==> src/rtl/sign_apply_pipe.sv <==
// sign_apply_pipe: sign-magnitude to two's-complement restore, 2-stage valid/ready.
// Define SIGN_APPLY_SAT_EN to clamp overflowed results; otherwise they wrap.
module sign_apply_pipe #(
  parameter int BW_IN  = 32,
  parameter int BW_OUT = 32,
  parameter int CNT_W  = 16
) (
  input  logic              clk,
  input  logic              rst_n,
  input  logic              in_valid,
  output logic              in_ready,
  input  logic [BW_IN-1:0]  in_mag,
  input  logic              in_neg,
  output logic              out_valid,
  input  logic              out_ready,
  output logic [BW_OUT-1:0] out,
  output logic [CNT_W-1:0]  ovf_cnt,
  input  logic              clr_cnt
);

  // Working width holds the exact value plus one guard bit for the range test.
  localparam int WV = ((BW_IN + 1 > BW_OUT) ? BW_IN + 1 : BW_OUT) + 1;
  localparam int WT = WV - BW_OUT + 1;

  logic              s1_valid;
  logic [BW_IN-1:0]  s1_mag;
  logic              s1_neg;
  logic              s1_load;
  logic              s2_load;
  logic [WV-1:0]     mag_ext;
  logic [WV-1:0]     v;
  logic [WT-1:0]     v_top;
  logic              ovf;
  logic [BW_OUT-1:0] res;

  assign s2_load  = !out_valid || out_ready;
  assign s1_load  = !s1_valid || s2_load;
  assign in_ready = s1_load;

  // Exact signed value; it fits when the bits above the output sign all agree.
  always_comb begin
    mag_ext = WV'(s1_mag);
    v       = s1_neg ? (~mag_ext + 1'b1) : mag_ext;
    v_top   = v[WV-1:BW_OUT-1];
    ovf     = !((&v_top) || !(|v_top));
    res     = v[BW_OUT-1:0];
`ifdef SIGN_APPLY_SAT_EN
    if (ovf) begin
      res = s1_neg ? {1'b1, {(BW_OUT-1){1'b0}}}
                   : {1'b0, {(BW_OUT-1){1'b1}}};
    end
`endif
  end

  // Stage 1 captures the raw magnitude and sign.
  always_ff @(posedge clk or negedge rst_n) begin
    if (!rst_n) begin
      s1_valid <= 1'b0;
      s1_mag   <= '0;
      s1_neg   <= 1'b0;
    end else if (s1_load) begin
      s1_valid <= in_valid;
      if (in_valid) begin
        s1_mag <= in_mag;
        s1_neg <= in_neg;
      end
    end
  end

  // Stage 2 holds the finished result until downstream takes it.
  always_ff @(posedge clk or negedge rst_n) begin
    if (!rst_n) begin
      out_valid <= 1'b0;
      out       <= '0;
    end else if (s2_load) begin
      out_valid <= s1_valid;
      if (s1_valid) out <= res;
    end
  end

  // Overflow counter bumps as the beat enters stage 2; clear has priority.
  always_ff @(posedge clk or negedge rst_n) begin
    if (!rst_n) begin
      ovf_cnt <= '0;
    end else if (clr_cnt) begin
      ovf_cnt <= '0;
    end else if (s2_load && s1_valid && ovf && !(&ovf_cnt)) begin
      ovf_cnt <= ovf_cnt + 1'b1;
    end
  end

endmodule

==> config.mk <==
export PLATFORM = sky130hd
export DESIGN_NAME = sign_apply_pipe
export DESIGN_NICKNAME = d
export VERILOG_FILES = /design/src/rtl/sign_apply_pipe.sv
export SDC_FILE = /design/constraint.sdc
export NUM_CORES = 1
export LEC_CHECK = 0
export BUFFER_PORTS_ARGS = -buffer_cell sky130_fd_sc_hd__buf_4
export CAP_MARGIN = 20
export CORE_ASPECT_RATIO = 1.25
export CORE_MARGIN = 8
export CORE_UTILIZATION = 40
export DETAILED_ROUTE_END_ITERATION = 8
export PLACE_DENSITY = 0.72
export SYNTH_ARGS = -nofsm -noshare
export SYNTH_HDL_FRONTEND = slang
export SYNTH_SLANG_ARGS = --single-unit
==> constraint.sdc <==
create_clock -name clk -period 3 [get_ports clk]
set_clock_uncertainty 0.15 [all_clocks]
set_input_delay 0.6 -clock clk [delete_from_list [all_inputs] [get_ports clk]]
set_output_delay 0.6 -clock clk [all_outputs]
set_load 0.01 [all_outputs]
==> impl_metrics.json <==
{
  "powerDensity_nw_per_um2": 638,
  "async_flop_share_pct": 100,
  "setup_viol": 0,
  "clkPwrFrac_pct": 32.0,
  "place_area_um2": 5020,
  "switching_share_pct": 29.6,
  "dieArea_um2": 14000,
  "holdWs_ns": 0.0887,
  "r2r_start": "s1_mag[19]",
  "grt_remaining_overflow": 0,
  "status": "finished clean",
  "avgSynthCellArea_um2": 10.6,
  "combPwrFrac_pct": 24.0,
  "syn_nets": 434,
  "drt_iter0_drc": 188,
  "synth_edf_count": 0,
  "worst_pin_slew_ns": 0.521,
  "synth-seq-area-share_pct": 49.7,
  "hp-class": "input pin to async pin",
  "wire_per_inst_um": 16.8,
  "num_rows": 41,
  "syn_to_final_growth_pct": 28.1,
  "relSlewSlack_pct": 65.3,
  "r2r_slack_ns": 0.1,
  "clkTransAtPathRegs_ns": 0.06,
  "start_util_pct": 41.1,
  "antenna_found_initial": 0,
  "core-area_um2": 10200,
  "hpwl_um": 7690,
  "timing.rr.end": "ovf_cnt[1]",
  "dp.cells": 603,
  "p_switching_mw": 1.01,
  "htreeDepth": 3,
  "grt_max_degree": 47,
  "cts_root_buf": "clkbuf_16",
  "leakage_nw": 2.33,
  "synth_cells": 394,
  "grt_pass1_wl_um": 16800,
  "pwr-share-seq_pct": 44.1,
  "cts-buffers-inserted": 9,
  "pre_cts_slack_ns": 0.0631,
  "ff2ff_path_depth": 8,
  "p_total_mw": 3.41,
  "syn-cell-area_um2": 4180,
  "crit_fanout": 7,
  "cts_tree": "built",
  "viasPerCell": 5.40,
  "nets": 526,
  "ir_drop_mv": 0.335,
  "first_pass_iters": 4,
  "required_ns": 3.06,
  "end_kind": "flip-flop",
  "cts.sinks": 83,
  "totalWireLength_um": 10400,
  "antennaDiodeCount": 0,
  "cap_viol_max_count": 0,
  "path_class": "flip-flop to flip-flop",
  "final.period_utilization_pct": 96.7,
  "synthFlopType": "dfrtp_1",
  "fp.dieW_um": 107,
  "gr-usage-all-layers_pct": 15.1,
  "postLayoutCellArea_um2": 5350,
  "ios": 88,
  "finalHoldViolCount": 0,
  "final_cell_count_no_fill": 620,
  "via_count": 3348,
  "p_int_mw": 2.40,
  "clockBufferDepth": 2,
  "synth.ff_latch_count": 83,
  "routabilityCongestion": 0.891,
  "drc": 0,
  "fmax_ghz": 0.345,
  "die_h_um": 130,
  "final_max_slew_viol_count": 0,
  "start_kind": "flip-flop",
  "period_needed_ns": 2.90,
  "ys_warn_count": 0,
  "fin_ws_ns": 0.0988,
  "first_global_vias": 3390,
  "drive_gt1_share_pct": 35.2,
  "final_antenna_net_count": 0,
  "portBuffers": 87,
  "synthDistinctLibCells": 50,
  "clkLatencyLatePin_ns": 0.34,
  "cp.arrival_ns": 2.96
}
## power by group through the flow
stage / combinational (mW) / sequential (mW) / clock [mW]
2_1_floorplan: 0.381 / 1.53 / 0
3_3_place_gp: 0.806 / 1.51 / 0
3_5_place_dp: 0.826 / 1.52 / 0
4_1_cts: 0.828 / 1.50 / 1.12
5_1_grt: 0.908 / 1.53 / 1.17
6_report: 0.818 / 1.50 / 1.09
## worst max-delay path by stage
stage | start | end | slack [ns] | depth (start not counted)
2_1_floorplan | s1_mag[7] | ovf_cnt[5] | 0.08 | 9
3_3_place_gp | s1_mag[19] | ovf_cnt[1] | 0.13 | 8
3_5_place_dp | s1_mag[17] | ovf_cnt[1] | 0.06 | 8
4_1_cts | s1_mag[19] | ovf_cnt[1] | 0.03 | 8
5_1_grt | s1_mag[5] | ovf_cnt[14] | -0.008 | 8
6_report | s1_mag[19] | ovf_cnt[1] | 0.1 | 8
## kinds of logic after synthesis
| logic type | count (synthesis) | synth area share, % |
|---|---|---|
| AOI/OAI and AO/OA | 89 | 14.1 |
| xor gates and xnor gates | 31 | 6.50 |
| adders and majority gates | 2 | 0.599 |
| buffers and inverters | 28 | 2.94 |
| DFF | 83 | 49.7 |
| muxes | 37 | 10.0 |
| and+or+nand+nor | 124 | 16.1 |
## cell usage after synthesis, types with 2 or more instances
cell type | n | area (um2)
a21oi_1 | 8 | 40.0
buf_1 | 3 | 11.3
buf_2 | 2 | 10.0
buf_6 | 2 | 22.5
clkbuf_1 | 15 | 56.3
dfrtp_1 | 83 | 2080
ha_1 | 2 | 25.0
inv_1 | 6 | 22.5
mux2_1 | 2 | 22.5
mux2_2 | 33 | 372
nand2_1 | 51 | 191
nand2b_1 | 4 | 25.0
nand3_1 | 10 | 50.1
nand3_2 | 2 | 20.0
nand4_1 | 4 | 25.0
nor2_1 | 10 | 37.5
nor2b_1 | 3 | 18.8
nor3_1 | 4 | 20.0
nor4_1 | 7 | 43.8
o21ai_0 | 46 | 230
o311ai_0 | 2 | 17.5
o31a_1 | 2 | 17.5
o31ai_1 | 12 | 90.1
o41ai_1 | 8 | 70.1
or2_2 | 2 | 12.5
or3_1 | 10 | 62.6
or4_1 | 8 | 60.1
or4_4 | 2 | 22.5
xnor2_1 | 3 | 26.3
xor2_1 | 28 | 245
## critical path, stage by stage, from the launching register on
cell       delay, ns
dfrtp_1         0.41
or4_4           0.57
nand4bb_4       0.27
or3_4           0.44
buf_4           0.17
o41ai_2         0.24
xnor2_1         0.18
a211oi_1        0.07
a311o_1         0.27
## metrics by stage
stage,util [%],setup TNS [ns]
after floorplan,-,0
after global placement,49.4,0
after detailed placement,49.4,0
after CTS,52.3,0
after global routing,52.6,-0.00788
final,52.6,0
## area by class of cell
class / count / area (um2)
inverters: 6 / 22.5
clock buffers: 11 / 243
multi-input cells: 283 / 2000
clock inverters: 5 / 52.6
fillers: 917 / 4810
repair buffers: 103 / 790
flip-flops and latches: 83 / 2080
well taps: 129 / 161
## flip-flops by register name, indices dropped and copies added (netlist names)
signal and cells:
s1_neg 1, s1_mag 32, out 32, s1_valid 1
out_valid 1, ovf_cnt 16
## layer usage
layer | share of wire (%) | wire length (um) | global-route usage (%)
met5 | 0 | 0 | 0
met4 | 1.2 | 121 | 5.07
met3 | 6.5 | 680 | 4.83
met2 | 49 | 5160 | 25.0
met1 | 43 | 4470 | 18.2
## placed cells by master, fill, tap and decap left out, types with 2 or more instances in the layout
cell       Yosys  final
xor2_1        28     28
o31ai_1       12     12
nand2_2        1      2
or3_4          0      4
o31a_1         2      2
xnor2_1        3      3
clkbuf_16      0      9
or4_4          2      3
mux2_1         2      2
o311ai_0       2      2
inv_1          6      6
mux2_2        33     33
clkinv_2       0      3
nor4_1         7      7
nor2_1        10     10
nand2b_1       4      4
buf_4          0    101
nand4_1        4      4
o21ai_0       46     46
nand3_1       10     10
or4_1          8      7
nand3_2        2      2
ha_1           2      2
dfrtp_1       83     83
nor3_1         4      4
or2_2          2      2
nand2_1       51     50
or3_1         10      6
o41ai_1        8      8
nor2b_1        3      3
a21oi_1        8      8
## timing repair
item                       CTS  global route
setup endpoints to repair    0             7
buffers inserted             0             1
hold buffers                 0             0
resized for setup            0             6
(Power assumes the default switching activity.)
